`config.mk`:
```
export PLATFORM = sky130hd
export DESIGN_NAME = tensor_core_scheduler_flat
export DESIGN_NICKNAME = d
export VERILOG_FILES = /design/src/rtl/tensor_core_scheduler_if.sv /design/src/rtl/tensor_core_scheduler.sv /design/src/flat_wrapper.sv
export SDC_FILE = /design/constraint.sdc
export NUM_CORES = 1
export LEC_CHECK = 0
export ABC_AREA = 1
export BUFFER_PORTS_ARGS = -buffer_cell sky130_fd_sc_hd__buf_4
export CAP_MARGIN = 15
export CELL_PAD_IN_SITES_DETAIL_PLACEMENT = 1
export CELL_PAD_IN_SITES_GLOBAL_PLACEMENT = 2
export CORE_MARGIN = 5
export CORE_UTILIZATION = 25
export CTS_CLUSTER_SIZE = 8
export DETAILED_ROUTE_END_ITERATION = 16
export PLACE_DENSITY_LB_ADDON = 0.1
export SLEW_MARGIN = 20
export SYNTH_ARGS = -nofsm -noshare
export SYNTH_HDL_FRONTEND = slang
export SYNTH_SLANG_ARGS = --single-unit
```
`constraint.sdc`:
```
create_clock -name clock_in -period 1.4 [get_ports clock_in]
set_input_delay 0.28 -clock clock_in [delete_from_list [all_inputs] [get_ports clock_in]]
set_output_delay 0.28 -clock clock_in [all_outputs]
set_load 0.01 [all_outputs]
```
`src/rtl/tensor_core_scheduler_if.sv`:
```
// Requester/consumer handshake bundle for the tensor core scheduler.
// The master side issues job requests and consumes responses; the slave side is the scheduler.
interface tensor_core_scheduler_if #(
    parameter int NUM_REQ = 4,
    parameter int ID_W    = 2
);
    logic [NUM_REQ-1:0] req_valid;
    logic [NUM_REQ-1:0] req_ack;
    logic               resp_valid;
    logic [ID_W-1:0]    resp_id;
    logic               resp_error;
    logic               resp_ready;

    modport master (
        output req_valid, resp_ready,
        input  req_ack, resp_valid, resp_id, resp_error
    );

    modport slave (
        input  req_valid, resp_ready,
        output req_ack, resp_valid, resp_id, resp_error
    );
endinterface

```
`src/rtl/tensor_core_scheduler.sv`:
```
// Round-robin scheduler sharing one 4x4 int8 tensor core among NUM_REQ requesters.
// Per job: steer operands, pulse load, pulse start, wait for done (with timeout), return a response.
module tensor_core_scheduler #(
    parameter int NUM_REQ        = 4,
    parameter int ID_W           = $clog2(NUM_REQ),
    parameter int TIMEOUT_CYCLES = 64,
    parameter int CNT_W          = 16
) (
    input  logic                     clock_in,
    input  logic                     reset_n_in,
    tensor_core_scheduler_if.slave   bus,
    output logic [ID_W-1:0]          operand_sel,
    output logic                     tc_write_enable,
    output logic                     tc_start,
    input  logic                     tc_done,
    output logic                     busy,
    output logic [CNT_W-1:0]         job_count
);

    localparam logic [2:0] S_IDLE  = 3'd0;
    localparam logic [2:0] S_LOAD  = 3'd1;
    localparam logic [2:0] S_START = 3'd2;
    localparam logic [2:0] S_RUN   = 3'd3;
    localparam logic [2:0] S_RESP  = 3'd4;

    localparam int TO_W = $clog2(TIMEOUT_CYCLES);

    logic [2:0]      state;
    logic [ID_W-1:0] last_grant;
    logic [TO_W-1:0] timeout_cnt;
    logic [ID_W-1:0] winner;
    logic            winner_found;
    logic [ID_W-1:0] cand;

    // Pick the first requesting index after last_grant, wrapping modulo NUM_REQ.
    always_comb begin
        // NOTE: every variable gets a default before the loop so no path leaves it unassigned (no latch).
        winner       = '0;
        winner_found = 1'b0;
        cand         = '0;
        for (int k = 1; k <= NUM_REQ; k++) begin
            cand = ID_W'((int'(last_grant) + k) % NUM_REQ);
            if (!winner_found && bus.req_valid[cand]) begin
                winner       = cand;
                winner_found = 1'b1;
            end
        end
    end

    // Job sequencing, timeout counting and registered response/grant state.
    always_ff @(posedge clock_in) begin
        // NOTE: state registers use non-blocking assignments so every branch sees pre-edge values.
        if (!reset_n_in) begin
            state          <= S_IDLE;
            last_grant     <= ID_W'(NUM_REQ - 1);
            operand_sel    <= '0;
            timeout_cnt    <= '0;
            bus.resp_valid <= 1'b0;
            bus.resp_id    <= '0;
            bus.resp_error <= 1'b0;
            job_count      <= '0;
        end else begin
            case (state)
                S_IDLE: begin
                    if (winner_found) begin
                        operand_sel <= winner;
                        state       <= S_LOAD;
                    end
                end
                S_LOAD: begin
                    state <= S_START;
                end
                S_START: begin
                    timeout_cnt <= '0;
                    state       <= S_RUN;
                end
                S_RUN: begin
                    // Done takes priority over a timeout landing in the same cycle.
                    if (tc_done) begin
                        bus.resp_valid <= 1'b1;
                        bus.resp_id    <= operand_sel;
                        bus.resp_error <= 1'b0;
                        state          <= S_RESP;
                    end else if (timeout_cnt == TO_W'(TIMEOUT_CYCLES - 1)) begin
                        bus.resp_valid <= 1'b1;
                        bus.resp_id    <= operand_sel;
                        bus.resp_error <= 1'b1;
                        state          <= S_RESP;
                    end else begin
                        timeout_cnt <= timeout_cnt + TO_W'(1);
                    end
                end
                S_RESP: begin
                    if (bus.resp_ready) begin
                        bus.resp_valid <= 1'b0;
                        bus.resp_id    <= '0;
                        bus.resp_error <= 1'b0;
                        last_grant     <= operand_sel;
                        job_count      <= job_count + CNT_W'(1);
                        state          <= S_IDLE;
                    end
                end
                default: begin
                    state <= S_IDLE;
                end
            endcase
        end
    end

    // Strobes and ack are pure decodes of state; the ack targets the registered winner.
    assign bus.req_ack     = (state == S_LOAD) ? (NUM_REQ'(1) << operand_sel) : '0;
    assign tc_write_enable = (state == S_LOAD);
    assign tc_start        = (state == S_START);
    assign busy            = (state != S_IDLE);

endmodule
```
`src/flat_wrapper.sv`:
```
// flat-port wrapper written by rule: the top's interface ports become plain ports
module tensor_core_scheduler_flat 
#(
    parameter int NUM_REQ        = 4,
    parameter int ID_W           = $clog2(NUM_REQ),
    parameter int TIMEOUT_CYCLES = 64,
    parameter int CNT_W          = 16
)
  (clock_in, reset_n_in, operand_sel, tc_write_enable, tc_start, tc_done, busy, job_count, bus_req_valid, bus_resp_ready, bus_req_ack, bus_resp_valid, bus_resp_id, bus_resp_error);
  tensor_core_scheduler_if #(.NUM_REQ(NUM_REQ), .ID_W(ID_W)) bus_i ();
  input  logic clock_in;
  input  logic reset_n_in;
  output logic [ID_W-1:0] operand_sel;
  output logic tc_write_enable;
  output logic tc_start;
  input  logic tc_done;
  output logic busy;
  output logic [CNT_W-1:0] job_count;
  input wire logic [$bits(bus_i.req_valid)-1:0] bus_req_valid;
  input wire logic [$bits(bus_i.resp_ready)-1:0] bus_resp_ready;
  output wire logic [$bits(bus_i.req_ack)-1:0] bus_req_ack;
  output wire logic [$bits(bus_i.resp_valid)-1:0] bus_resp_valid;
  output wire logic [$bits(bus_i.resp_id)-1:0] bus_resp_id;
  output wire logic [$bits(bus_i.resp_error)-1:0] bus_resp_error;
  assign bus_i.req_valid = bus_req_valid;
  assign bus_i.resp_ready = bus_resp_ready;
  assign bus_req_ack = bus_i.req_ack;
  assign bus_resp_valid = bus_i.resp_valid;
  assign bus_resp_id = bus_i.resp_id;
  assign bus_resp_error = bus_i.resp_error;
  tensor_core_scheduler #(.NUM_REQ(NUM_REQ), .ID_W(ID_W), .TIMEOUT_CYCLES(TIMEOUT_CYCLES), .CNT_W(CNT_W)) u_core (.clock_in(clock_in), .reset_n_in(reset_n_in), .bus(bus_i), .operand_sel(operand_sel), .tc_write_enable(tc_write_enable), .tc_start(tc_start), .tc_done(tc_done), .busy(busy), .job_count(job_count));
endmodule
```
### After elaboration in Yosys (flattened, before gate mapping)

Cells that the tools add are included.

| operators by class | value |
|---|---|
| multiplexer cells | 35 |
| shifts and indexed selects | 1 |
| add/sub/neg operators | 6 |
| reductions and logical operators | 15 |
| equal/unequal tests | 10 |
| magnitude comparators | 4 |

Operators with widths:

| cell | number |
|---|---|
| adder 16 x 1 -> 16 bit (second input constant) | 1 |
| case mux 3 bit (5 select lines) | 1 |
| 2-to-1 mux 2 bit | 7 |
| < comparator 2 x 3 -> 1 bit (second input constant) | 4 |
| 2-to-1 mux 1 bit | 12 |
| 2-to-1 mux 3 bit | 4 |
| 2-to-1 mux 6 bit | 2 |
| case mux 6 bit (2 select lines) | 1 |
| AND reduction 3 bit | 3 |
| binary-select mux 1 bit (select 2 bit) | 4 |
| adder 6 x 1 -> 6 bit (second input constant) | 1 |
| equality test 3 x 2 -> 1 bit (second input constant) | 2 |
| equality test 6 bit (second input constant) | 1 |
| != test 2 bit (second input constant) | 3 |
| adder 2 x 1 -> 2 bit (second input constant) | 2 |
| adder 2 bit (second input constant) | 2 |
| 2-to-1 mux 4 bit | 1 |
| case mux 1 bit (2 select lines) | 2 |
| case mux 2 bit (2 select lines) | 1 |
| AND reduction 2 bit | 2 |
| nonzero test 2 bit | 2 |
| left shift 1 x 2 -> 4 bit (first input constant) | 1 |
| equality test 3 x 1 -> 1 bit (second input constant) | 1 |
| equality test 3 bit (second input constant) | 1 |
| other kinds (6) | 10 |

| word-level totals | value |
|---|---|
| output and inout port bits | 29 |
| logic and storage cells | 79 |
| flip-flop bits (word level) | 33 |

### Longest topological paths before layout

Gate-level depths: netlist of run 1.

| logic depth | value |
|---|---|
| depth after elaboration | 15 |
| depth in mapped cells | 12 |
| mapped depth without buffers | 11 |

### Least setup slack after synthesis of run 1

No wires, ideal clock.

| timing path | value |
|---|---|
| path kind | flip-flop to output port |
| from | register u_core.state[0] |
| to | output port bus_req_ack[0] |
| cell stages (with the launch flop) | 5 |
| path slack | -79 ps |
| arrival time | 1199 ps |
| cells stage by stage | dfxtp_1 -> inv_1 -> nor3_1 -> inv_1 -> nor3_1 |

| between the ends | value |
|---|---|
| cells in the longest elaborated chain, start to end | 2 |

Ends and longest elaborated chain:

| item | line | RTL |
|---|---|---|
| start: declaration | tensor_core_scheduler.sv:28 | `logic [2:0] state;` |
| start signal: assignment | tensor_core_scheduler.sv:54 | `state <= S_IDLE;` |
| start signal: assignment | tensor_core_scheduler.sv:67 | `state <= S_LOAD;` |
| start signal: assignment | tensor_core_scheduler.sv:71 | `state <= S_START;` |
| equality test 3 x 1 -> 1 bit | -- |  |
| net tc_write_enable | flat_wrapper.sv:14 | `output logic tc_write_enable;` |
| 2-to-1 mux 4 bit | tensor_core_scheduler.sv:111 | `assign bus.req_ack = (state == S_LOAD) ? (NUM_REQ'(1) << operand_sel) : '0;` |
| end: declaration | flat_wrapper.sv:21 | `output wire logic [$bits(bus_i.req_ack)-1:0] bus_req_ack;` |

The timed path passes the listed nets, and every way through them passes these cells.

### Worst setup path after layout of run 1

| timing path | value |
|---|---|
| from | register u_core.state[0] |
| to | output port bus_req_ack[2] |

| between the ends | value |
|---|---|
| cells in the longest elaborated chain, start to end | 2 |

Ends and longest elaborated chain:

| item | line |
|---|---|
| equality test 3 x 1 -> 1 bit | tensor_core_scheduler.sv:111 |
| 2-to-1 mux 4 bit | tensor_core_scheduler.sv:111 |

No other way between the ends.

==> run metrics, run 1 <==
status=complete, but fails checks; violated checks=setup timing; # DRC=0; clock tree from TritonCTS=built; Switching Fraction=30.2%; WP data arrival=1.23 ns; DP HPWL=4630 µm; r2r setup slk=-0.07 ns; drt wl/cell=~13 µm; VDD IR-drop max=457 µV; die width=approximately 98 µm; fmax=0.664 GHz; Hold Path Depth=4; Placer Congestion=0.747; starting density of the core=25.2%; placed cell area=2590 µm²; Yosys cell types=35; clock slew at reported path FFs=about 0.070 ns; total power=between 0.002 and 0.003 W; Synth Instances=just under 300; Top Ports=37; relative slew slack=83.1%; Hold WC Path Type=input pin to flop; CP max-delay cell=dfxtp_2; setup ws final=-0.105 ns; Hold Path Sink=u_core.state[2]; commonest non-fill, non-tap cell in the layout=buf_4; most frequent cells in the layout=buf_4, nand2_1, inv_1; CP peak stage delay=0.34 ns; Synth Flop Type=dfxtp_1; Post-Synth Simple-Gate Area=39.3%; antenna cell count=0; CP Launch Type=flop; CTS Root Cell=clkbuf_8; crit-path most repeated cell=inv_2; Layout Nets=between 300 and 400; worst r2r src=u_core.state[0]; Crit. End Element=primary output; main combinational cell family by area after synthesis=simple AND/OR/NAND/NOR gates; critical path class=flop to primary output; mapped cell area=1920 µm²; Final Hold Fails=0; worst skew pair latency=a little under 0.3 ns; Final Max Slew Viols=0; WHS=roughly 0.34 ns; First-pass DRT Iterations=3; Overall Global Routing Usage=13.2%; Syn-to-layout area delta=65.6%; Post-Syn Area per Cell=between 6 and 7 µm²; layout cells sized above 1=50.8%; Yosys reg bits=33; xor and xnor area share after synthesis=between 2 and 2.5%; Fin Setup TNS=-0.678 ns; multiplexer area fraction after synthesis=0%; CP bufs+invs=3; fraction of the mapped netlist area in adder cells=1.30%; total number of vias=2157; async set-or-reset flop fraction in the synthesized netlist=0%; # rows=32; register area share after synthesis=between 30% and 40%; number of global-route vias before repair=2224; final period utilization=108%; cell-by-cell trace of the critical path=inv_2 -> nor3_4 -> inv_2 -> nor3_2 -> buf_4; Comb pwr share=between 20% and 30%; via/cell ratio=4.46; Crit path required time=between 1 and 1.5 ns; EDFF count, synth=0; Max Root-Sink Buffers=2; drt total wl=6230 µm; total CTS buffers=5; CTS sink cnt=33; Die Ht=roughly 98 µm; post-route ant nets=0; internal power=approximately 0.0019 W; Ys Warns=0; Setup WS pre-CTS=-0.0360 ns; first-pass GRT wire length=10400 µm; worst-case reg-to-reg path depth=10; syn_nets=between 200 and 300; Core Box Area=7610 µm²; Remaining Overflow, GRT=0; fin area=3180 µm²; Post-Route Skew=between 0.003 and 0.004 ns; Leak=around 1.5 nW; Setup violations, final=11; CP delay by family, top=flip-flops; crit path max fanout=5; R2R Path End=u_core.job_count[14]; pin count of the biggest net entering global routing=18; maxcap violations=0; Clock power frac=35.1%; depth of the CTS H-tree=2; initial antenna violation count=0; Tmin final=1.51 ns; DRT iter0 DRCs=67; Power per Cell Area=around 860 nW/µm²; unrepaired setup endpoints after global routing=true; Compound-Gate Fraction of Synth Area=12.1%; Hold Startpoint=bus_resp_ready; sequential share of power=38.0%; Buffers on Ports=36; Die ar.=about 9500 µm²; Psw=0.000821 W; worst-margin pin slew=between 0.2 and 0.3 ns
[sequential cells by signal, summed over array words and instances (netlist names)]
name	cells
u_core.timeout_cnt	6
u_core.job_count	16
u_core.bus.resp_id	2
u_core.last_grant	2
u_core.state	3
u_core.bus.resp_error	1
u_core.operand_sel	2
u_core.bus.resp_valid	1
[cell usage after synthesis, drive strengths merged, types with 2 or more instances]
| cell type | count | area, µm² |
|---|---|---|
| nand2 | 83 | 327 |
| inv | 45 | 169 |
| nor2 | 34 | 171 |
| dfxtp | 33 | 661 |
| a21oi | 21 | 105 |
| nand3 | 17 | 113 |
| o21ai | 12 | 63.8 |
| nor3 | 11 | 55.1 |
| nand4 | 10 | 68.8 |
| xor2 | 4 | 35.0 |
| buf | 3 | 27.5 |
| clkbuf | 2 | 7.51 |
| ha | 2 | 25.0 |
| nor3b | 2 | 15.0 |
| o211ai | 2 | 15.0 |
[timing repair]
action	CTS	global route
setup endpoints to repair	13	32
hold buffers	0	0
pin swaps	16	26
resized for setup	41	73
setup buffers	12	5
[stage by stage]
step | std cells | util, %
2_1_floorplan | 289 | -
5_1_grt | 484 | 41.8
6_report | 484 | 41.8
3_3_place_gp | 461 | 34.0
4_1_cts | 480 | 38.1
3_5_place_dp | 461 | 34.0
[metal layers]
metal / vias to the layer above / track usage, % / wire, µm
li1: 1110 / - / -
met1: 1017 / 17.1 / 3030
met2: 23 / 22.2 / 2980
met3: 7 / 2.94 / 163
met4: 0 / 2.88 / 58
met5: - / 0 / 0
[power by group through the flow]
stage | Sequential, W | Clock (W) | Combinational [W]
after floorplan | 0.00105 | 0 | 0.000285
after global placement | 0.00104 | 0 | 0.000550
after detailed placement | 0.00104 | 0 | 0.000553
after CTS | 0.00103 | 0.000994 | 0.000643
after global routing | 0.00104 | 0.00103 | 0.000813
final | 0.00103 | 0.000954 | 0.000734
[logic make-up after synthesis]
kind of cell             count (synthesis)
XOR/XNOR                                 5
flip-flops                              33
AO/OA/AOI/OAI                           41
buffers and inverters                   50
AND/OR/NAND/NOR                        158
adder cells (fa/ha/maj)                  2
[tightest hold or removal path, stage by stage]
cell,delay (ns)
buf_4,0.09
nor2_1,0.05
inv_1,0.08
a21oi_1,0.08
[worst max path at each step]
| stage | from | end | slack, ns | cells after the start |
|---|---|---|---|---|
| global placement | u_core.job_count[0] | u_core.job_count[14] | -0.03 | 8 |
| detailed placement | u_core.job_count[0] | u_core.job_count[12] | -0.04 | 8 |
| CTS | u_core.state[0] | bus_req_ack[3] | -0.11 | 5 |
| global route | u_core.state[0] | bus_req_ack[2] | -0.19 | 5 |
| finish | u_core.state[0] | bus_req_ack[2] | -0.11 | 5 |
| floorplan | u_core.job_count[1] | u_core.job_count[14] | 0.02 | 8 |
[cell type report]
type	count	area, µm²
clock buffer	7	86.3
clock inverter	1	30.0
fill	960	4430
inverter	45	179
multi-input combinational	206	1370
sequential	33	678
tap	102	128
timing repair buffer	90	709
No activity file was read; power rests on OpenSTA's default activity.
==> inputs of run 2 (changes only) <==
--- a/config.mk
+++ b/config.mk
@@ -5,7 +5,6 @@
 export SDC_FILE = /design/constraint.sdc
 export NUM_CORES = 1
 export LEC_CHECK = 0
-export ABC_AREA = 1
 export BUFFER_PORTS_ARGS = -buffer_cell sky130_fd_sc_hd__buf_4
 export CAP_MARGIN = 15
 export CELL_PAD_IN_SITES_DETAIL_PLACEMENT = 1
==> run 2 against run 1 <==
Net effect: the run still ends with setup timing left; total power decreased by 24%; utilization grew 3.6 points; final cell count shrank 23%; sequential power fell by 5%; first-iteration DRC count decreased by 54%; die area down 13%; routed wire length decreased by 5.5%; maximum frequency is 11% lower; global-route usage is 1.3 points higher; clock-buffer cell count is 1 lower; worst hold slack got worse by 0.082 ns; critical path type is now flop to flop.
==> run metrics, run 2 <==
pin count of the biggest net entering global routing=17 (-1); unrepaired setup endpoints after global routing=true; Syn-to-layout area delta=76.2%; relative slew slack=59.3% (-24 points); DP HPWL=4260 µm (-8.0%); Yosys reg bits=33 (unchanged); Switching Fraction=26.8% (-3.3 points); Setup WS pre-CTS=-0.318 ns (-0.282 ns); Clock power frac=34.1% (-1.0 points); Max Root-Sink Buffers=2 (unchanged); Largest regs=u_core.job_count (16), u_core.timeout_cnt (6), u_core.state (3); DP Cell Count=352 (-24%); Overall Global Routing Usage=14.5% (+1.3 points); Top Ports=37 (unchanged); antenna cell count=0 (unchanged); max reg flops=16 (unchanged); total number of vias=1842 (-15%); VDD IR-drop max=324 µV (-29%); worst-margin pin slew=0.604 ns (+0.351 ns); CTS Root Cell=clkbuf_8; # rows=29 (-9.4%); Comb pwr share=18.7% (-8.3 points); First-pass DRT Iterations=4 (+1); first-pass GRT wire length=9850 µm (-5.5%); CP Launch Type=flop; syn_nets=209 (-30%); Core Box Area=6350 µm² (-17%); Hold Path Sink=u_core.last_grant[1]; worst-case reg-to-reg path depth=5 (-5); Layout Nets=307 (-21%); critical path class=flop to flop; Placer Congestion=0.787 (+5.4%); Die Ht=90.9 µm (-6.9%); Setup violations, final=29 (+18); register area share after synthesis=40.3% (+5.9 points); status=complete, but fails checks; drt wl/cell=15.7 µm (+22%); Die ar.=8270 µm² (-13%); Final Max Slew Viols=0 (unchanged); final period utilization=121% (+13 points); total CTS buffers=5 (unchanged); Hold Path Depth=2 (-2); Crit path required time=1.62 ns (+0.50 ns); internal power=0.00152 W (-20%); worst r2r src=u_core.timeout_cnt[0]; Synth Flop Type=dfxtp_1; Yosys top cell area share=40.3% (+5.9 points); maxcap violations=0 (unchanged); top cells by area, synth=dfxtp_1, a21oi_1, nor2_1, nand2_1, o21ai_0; Layout Cells excl Fill=375 (-23%); Buffers on Ports=36 (unchanged); layout cells sized above 1=56.4% (+5.6 points); register bank with the most flops=u_core.job_count; starting density of the core=25.8% (+0.55 points); drt total wl=5890 µm (-5.5%); # DRC=0 (unchanged); CTS sink cnt=33 (unchanged); initial antenna violation count=0 (unchanged); Crit. End Element=flop; R2R Path End=u_core.timeout_cnt[5]; Yosys cell types=43 (+23%); DRT iter0 DRCs=31 (-54%); cell taking the most area after synthesis=dfxtp_1; CTS Hold Bufs=0 (unchanged); Hold WC Path Type=input pin to flop; post-route ant nets=0 (unchanged); setup ws final=-0.293 ns (-0.188 ns); Psw=0.000557 W (-32%); placed cell area=2380 µm² (-8.0%); Final Hold Fails=0 (unchanged); Power per Cell Area=719 nW/µm² (-16%); r2r setup slk=-0.29 ns (-0.22 ns); Hold Startpoint=reset_n_in; clock tree from TritonCTS=built; sequential share of power=47.3% (+9.3 points); Ys Warns=0 (unchanged); depth of the CTS H-tree=2 (unchanged); mapped cell area=1640 µm² (-15%); fmax=0.591 GHz (-11%); violated checks=setup timing; Post-Route Skew=0.00875 ns (+0.00497 ns); Leak=1.25 nW (-15%); clock slew at reported path FFs=0.07 ns (about the same); top cells by count, synth=dfxtp_1, nor2_1, a21oi_1; crit path max fanout=3 (-2); fin area=2890 µm² (-9.2%); worst skew pair latency=0.29 ns (about the same); EDFF count, synth=0 (unchanged); most frequent cells in the layout=buf_4, buf_6, dfxtp_1; die width=90.9 µm (-6.9%); Synth Instances=199 (-31%); Post-Syn Area per Cell=8.23 µm² (+24%); via/cell ratio=4.91 (+10%); Remaining Overflow, GRT=0 (unchanged); async set-or-reset flop fraction in the synthesized netlist=0% (unchanged); number of global-route vias before repair=2047 (-8.0%); most common cell in the synthesized netlist=dfxtp_1; Tmin final=1.69 ns (+0.188 ns); commonest non-fill, non-tap cell in the layout=buf_4; WP data arrival=1.91 ns (+0.68 ns)
[run 2: per-layer routing]
| metal | up-vias | GRT usage, % | routed length [µm] |
|---|---|---|---|
| met5 | - | 0 | 0 |
| met4 | 0 | 4.40 | 109 |
| met3 | 9 | 3.97 | 203 |
| met2 | 32 | 25.4 | 3070 |
| met1 | 888 | 17.2 | 2510 |
| li1 | 913 | - | - |
[run 2: final cells by class]
class | count | area, µm²
tap | 77 | 96.3
inverter | 7 | 26.3
sequential | 33 | 684
multi-input combinational | 150 | 1180
fill | 717 | 3460
clock inverter | 2 | 10.0
clock buffer | 6 | 72.6
timing repair buffer | 100 | 818
[run 2: repair_timing]
action                     4_1_cts  5_1_grt
pin swaps                       16       14
buffers inserted                 9       10
gates resized for setup         42       31
setup endpoints to repair       30       35
[run 2: worst max-delay path by stage]
| stage | start | to | slack, ns | cells after the start |
|---|---|---|---|---|
| 2_1_floorplan | u_core.timeout_cnt[0] | u_core.timeout_cnt[5] | -0.35 | 6 |
| 3_3_place_gp | u_core.timeout_cnt[0] | u_core.timeout_cnt[5] | -0.26 | 5 |
| 3_5_place_dp | u_core.timeout_cnt[0] | u_core.timeout_cnt[2] | -0.32 | 6 |
| 4_1_cts | u_core.timeout_cnt[0] | u_core.timeout_cnt[5] | -0.31 | 5 |
| 5_1_grt | u_core.state[0] | bus_req_ack[2] | -0.34 | 5 |
| 6_report | u_core.timeout_cnt[0] | u_core.timeout_cnt[5] | -0.29 | 5 |
[run 2: stage by stage]
step	hold WS (ns)	util, %	power (W)	setup TNS (ns)
2_1_floorplan	0.352	-	0.00112	-1.54
3_3_place_gp	0.456	37.5	0.00127	-2.03
3_5_place_dp	0.475	37.5	0.00128	-3.23
4_1_cts	0.246	42.3	0.00208	-3.45
5_1_grt	0.254	45.5	0.00220	-5.71
6_report	0.253	45.5	0.00207	-3.76
[run 2: logic make-up after synthesis]
| kind of cell | after synthesis | share of synthesized area [%] |
|---|---|---|
| compound gates | 45 | 16.7 |
| fa+ha+maj | 2 | 1.53 |
| mux | 2 | 1.22 |
| flops | 33 | 40.3 |
| xor+xnor | 9 | 4.81 |
| buf+inv | 16 | 4.58 |
| simple gates | 92 | 30.9 |
[run 2: power groups by stage]
stage          Sequential, W  Clock [W]  Combinational [W]
2_1_floorplan       0.000993          0           0.000127
3_3_place_gp        0.000997          0           0.000272
3_5_place_dp         0.00100          0           0.000279
4_1_cts             0.000980   0.000748           0.000350
5_1_grt             0.000985   0.000792           0.000420
6_report            0.000981   0.000707           0.000387
[run 2: critical path: stages (launching register included)]
cell and delay (ns):
dfxtp_2 0.34, ha_4 0.16, and3_4 0.17, a221o_1 0.34, or4_4 0.49, a21oi_2 0.12
==> inputs of run 3 (changes only) <==
--- a/config.mk
+++ b/config.mk
@@ -5,7 +5,6 @@
 export SDC_FILE = /design/constraint.sdc
 export NUM_CORES = 1
 export LEC_CHECK = 0
-export BUFFER_PORTS_ARGS = -buffer_cell sky130_fd_sc_hd__buf_4
 export CAP_MARGIN = 15
 export CELL_PAD_IN_SITES_DETAIL_PLACEMENT = 1
 export CELL_PAD_IN_SITES_GLOBAL_PLACEMENT = 2
@@ -13,6 +12,7 @@
 export CORE_UTILIZATION = 25
 export CTS_CLUSTER_SIZE = 8
 export DETAILED_ROUTE_END_ITERATION = 16
+export DONT_BUFFER_PORTS = 1
 export PLACE_DENSITY_LB_ADDON = 0.1
 export SLEW_MARGIN = 20
 export SYNTH_ARGS = -nofsm -noshare
==> run 3 against run 2 <==
Net effect: the flow still finishes with violations (setup timing); largest power group unchanged; critical path depth is 1 higher; total power is 6.7% higher; critical endpoint is now u_core.timeout_cnt[3]; final cell count is 11% lower; worst setup slack better by 0.028 ns; worst hold slack worse by 0.18 ns; utilization is 4.3 points lower; highest routed layer unchanged; sequential power is 0.4% higher; via count is 7.5% lower.
==> run metrics, run 3 (same netlist as run 2, synthesis figures left out) <==
Core Box Area=6350 µm² (unchanged); maxcap violations=0 (unchanged); critical path class=flop to flop; DP HPWL=4120 µm (-3.4%); Die ar.=8270 µm² (unchanged); Comb pwr share=12.9% (-5.8 points); layout cells sized above 1=49.2% (-7.2 points); # rows=29 (unchanged); Overall Global Routing Usage=13.2% (-1.3 points); Remaining Overflow, GRT=0 (unchanged); Final Max Slew Viols=0 (unchanged); CTS sink cnt=33 (unchanged); total CTS buffers=5 (unchanged); Setup violations, final=21 (-28%); cell-by-cell trace of the critical path=ha_4 -> and3_4 -> a221o_1 -> buf_6 -> or3_1 -> a21oi_1; Power per Cell Area=846 nW/µm² (+18%); depth of the CTS H-tree=2 (unchanged); clock tree from TritonCTS=built; total number of vias=1703 (-7.5%); Fillers=727 (+1.4%); Layout Nets=265 (-14%); Leak=1.03 nW (-18%); fmax=0.601 GHz (+1.7%); die width=90.9 µm (unchanged); worst r2r src=u_core.timeout_cnt[0]; first-pass GRT wire length=8970 µm (-9.0%); CP Launch Type=flop; Multi-input gate area=1170 µm² (-0.53%); Tmin final=1.66 ns (-0.0284 ns); setup ws final=-0.265 ns (+0.0284 ns); Clock power frac=42.6% (+8.5 points); via/cell ratio=5.11 (+4.1%); Largest regs=u_core.job_count (16), u_core.timeout_cnt (6), u_core.state (3); VDD IR-drop max=433 µV (+34%); Crit. End Element=flop; Fin Setup TNS=-2.82 ns (+0.933 ns); DR WL met3=300 µm (+48%); DRT iter0 DRCs=28 (-9.7%); wire length on met1=2400 µm (-4.1%); clock slew at reported path FFs=0.07 ns (about the same); number of global-route vias before repair=1815 (-11%); antenna cell count=0 (unchanged); max reg flops=16 (unchanged); r2r setup slk=-0.26 ns (+0.03 ns); drt total wl=5580 µm (-5.3%); CP peak stage delay=0.34 ns (-0.15 ns); Top Ports=37 (unchanged); Syn-to-layout area delta=59.7%; crit path from=u_core.timeout_cnt[0]; Die Ht=90.9 µm (unchanged); Hold WC Path Type=input pin to flop; met2 wire len=2820 µm (-8.1%); worst-case reg-to-reg path depth=6 (+1); Hold Startpoint=reset_n_in; # DRC=0 (unchanged); Switching Fraction=23.8% (-3.1 points); violated checks=setup timing; unrepaired setup endpoints after global routing=true; most frequent cells in the layout=buf_4, dfxtp_1, nand2_1; CTS Hold Bufs=0 (unchanged); drt wl/cell=16.7 µm (+6.7%); R2R Path End=u_core.timeout_cnt[3]; post-route ant nets=0 (unchanged); worst-margin pin slew=0.540 ns (-0.0640 ns); relative slew slack=64.0% (+4.7 points); FF+latch area=684 µm² (unchanged); Post-Route Skew=0.00890 ns (+0.000148 ns); status=complete, but fails checks; WHS=0.0751 ns (-0.178 ns); register bank with the most flops=u_core.job_count; pin count of the biggest net entering global routing=15 (-2); Psw=0.000526 W (-5.5%); Max Root-Sink Buffers=2 (unchanged); commonest non-fill, non-tap cell in the layout=buf_4; CTS Root Cell=clkbuf_8; Placer Congestion=0.759 (-3.6%); Crit path required time=1.61 ns (about the same); highest routed layer=met4; initial antenna violation count=0 (unchanged); sequential share of power=44.5% (-2.8 points); Final Hold Fails=0 (unchanged); WP data arrival=1.88 ns (-0.03 ns); starting density of the core=25.8% (unchanged); Hold Path Sink=u_core.last_grant[1]; Buffers on Ports=0 (-100%); internal power=0.00169 W (+11%); Setup WS pre-CTS=-0.291 ns (+0.0266 ns); final period utilization=119% (-2.0 points); First-pass DRT Iterations=4 (unchanged); worst skew pair latency=0.29 ns (about the same); crit path max fanout=5 (+2); CP max-delay cell=dfxtp_2; Hold Path Depth=1 (-1)
[run 3: cell count changes in the layout (fill, tap and decap cells not counted), sizes merged]
cell,change
clkinv,-2
bufinv,+1
buf,-42
clkbuf,+1
[run 3: repair_timing]
item / 4_1_cts / 5_1_grt
gates resized for setup: 33 / 43
pin swaps: 10 / 14
buffers inserted: 7 / 6
endpoints found under the setup margin: 32 / 34
gates cloned: 0 / 1
[run 3: worst max path at each step]
stage | endpoint | slack [ns] | depth (start not counted)
finish | u_core.timeout_cnt[3] | -0.26 | 6
detailed placement | u_core.timeout_cnt[5] | -0.29 | 5
global route | bus_req_ack[1] | -0.32 | 4
floorplan | u_core.timeout_cnt[5] | -0.35 | 6
global placement | u_core.timeout_cnt[5] | -0.24 | 5
CTS | u_core.timeout_cnt[3] | -0.24 | 6
[run 3: metrics by stage]
stage          power, W  utilization (%)  instances  instance area, µm²
3_5_place_dp    0.00121             33.2        314                2110
6_report        0.00221             41.2        333                2620
4_1_cts         0.00221             38.0        328                2410
5_1_grt         0.00232             41.2        333                2620
3_3_place_gp    0.00121             33.2        314                2110
2_1_floorplan   0.00112                -        199                1700
[run 3: power groups by stage]
stage | Combinational (W) | Sequential (W) | Clock, W
after floorplan | 0.000127 | 0.000993 | 0
after global placement | 0.000208 | 0.000999 | 0
after detailed placement | 0.000215 | 0.00100 | 0
after CTS | 0.000249 | 0.000984 | 0.000975
after global routing | 0.000312 | 0.000989 | 0.00102
final | 0.000286 | 0.000985 | 0.000943
[run 3: area by class of cell]
class | instances | share of cell area [%]
Sequential cell | 33 | 26.2
Multi-Input combinational cell | 150 | 44.8
Clock inverter | 1 | 1.15
Tap cell | 77 | 3.68
Inverter | 7 | 1.00
Timing Repair Buffer | 58 | 19.9
Clock buffer | 7 | 3.30
[run 3: routing by layer]
layer | up-vias | global-route usage, %
met4 | 0 | 3.55
met5 | - | 0
met1 | 836 | 16.2
met2 | 28 | 22.0
met3 | 6 | 4.79
li1 | 833 | -
[run 3: worst max-delay path, delay by kind of cell, from the launching register on]
kind	cells	cell delay [ns]
buf+inv	1	0.15
compound gates	2	0.46
fa+ha+maj	1	0.15
flops	1	0.34
simple gates	2	0.49
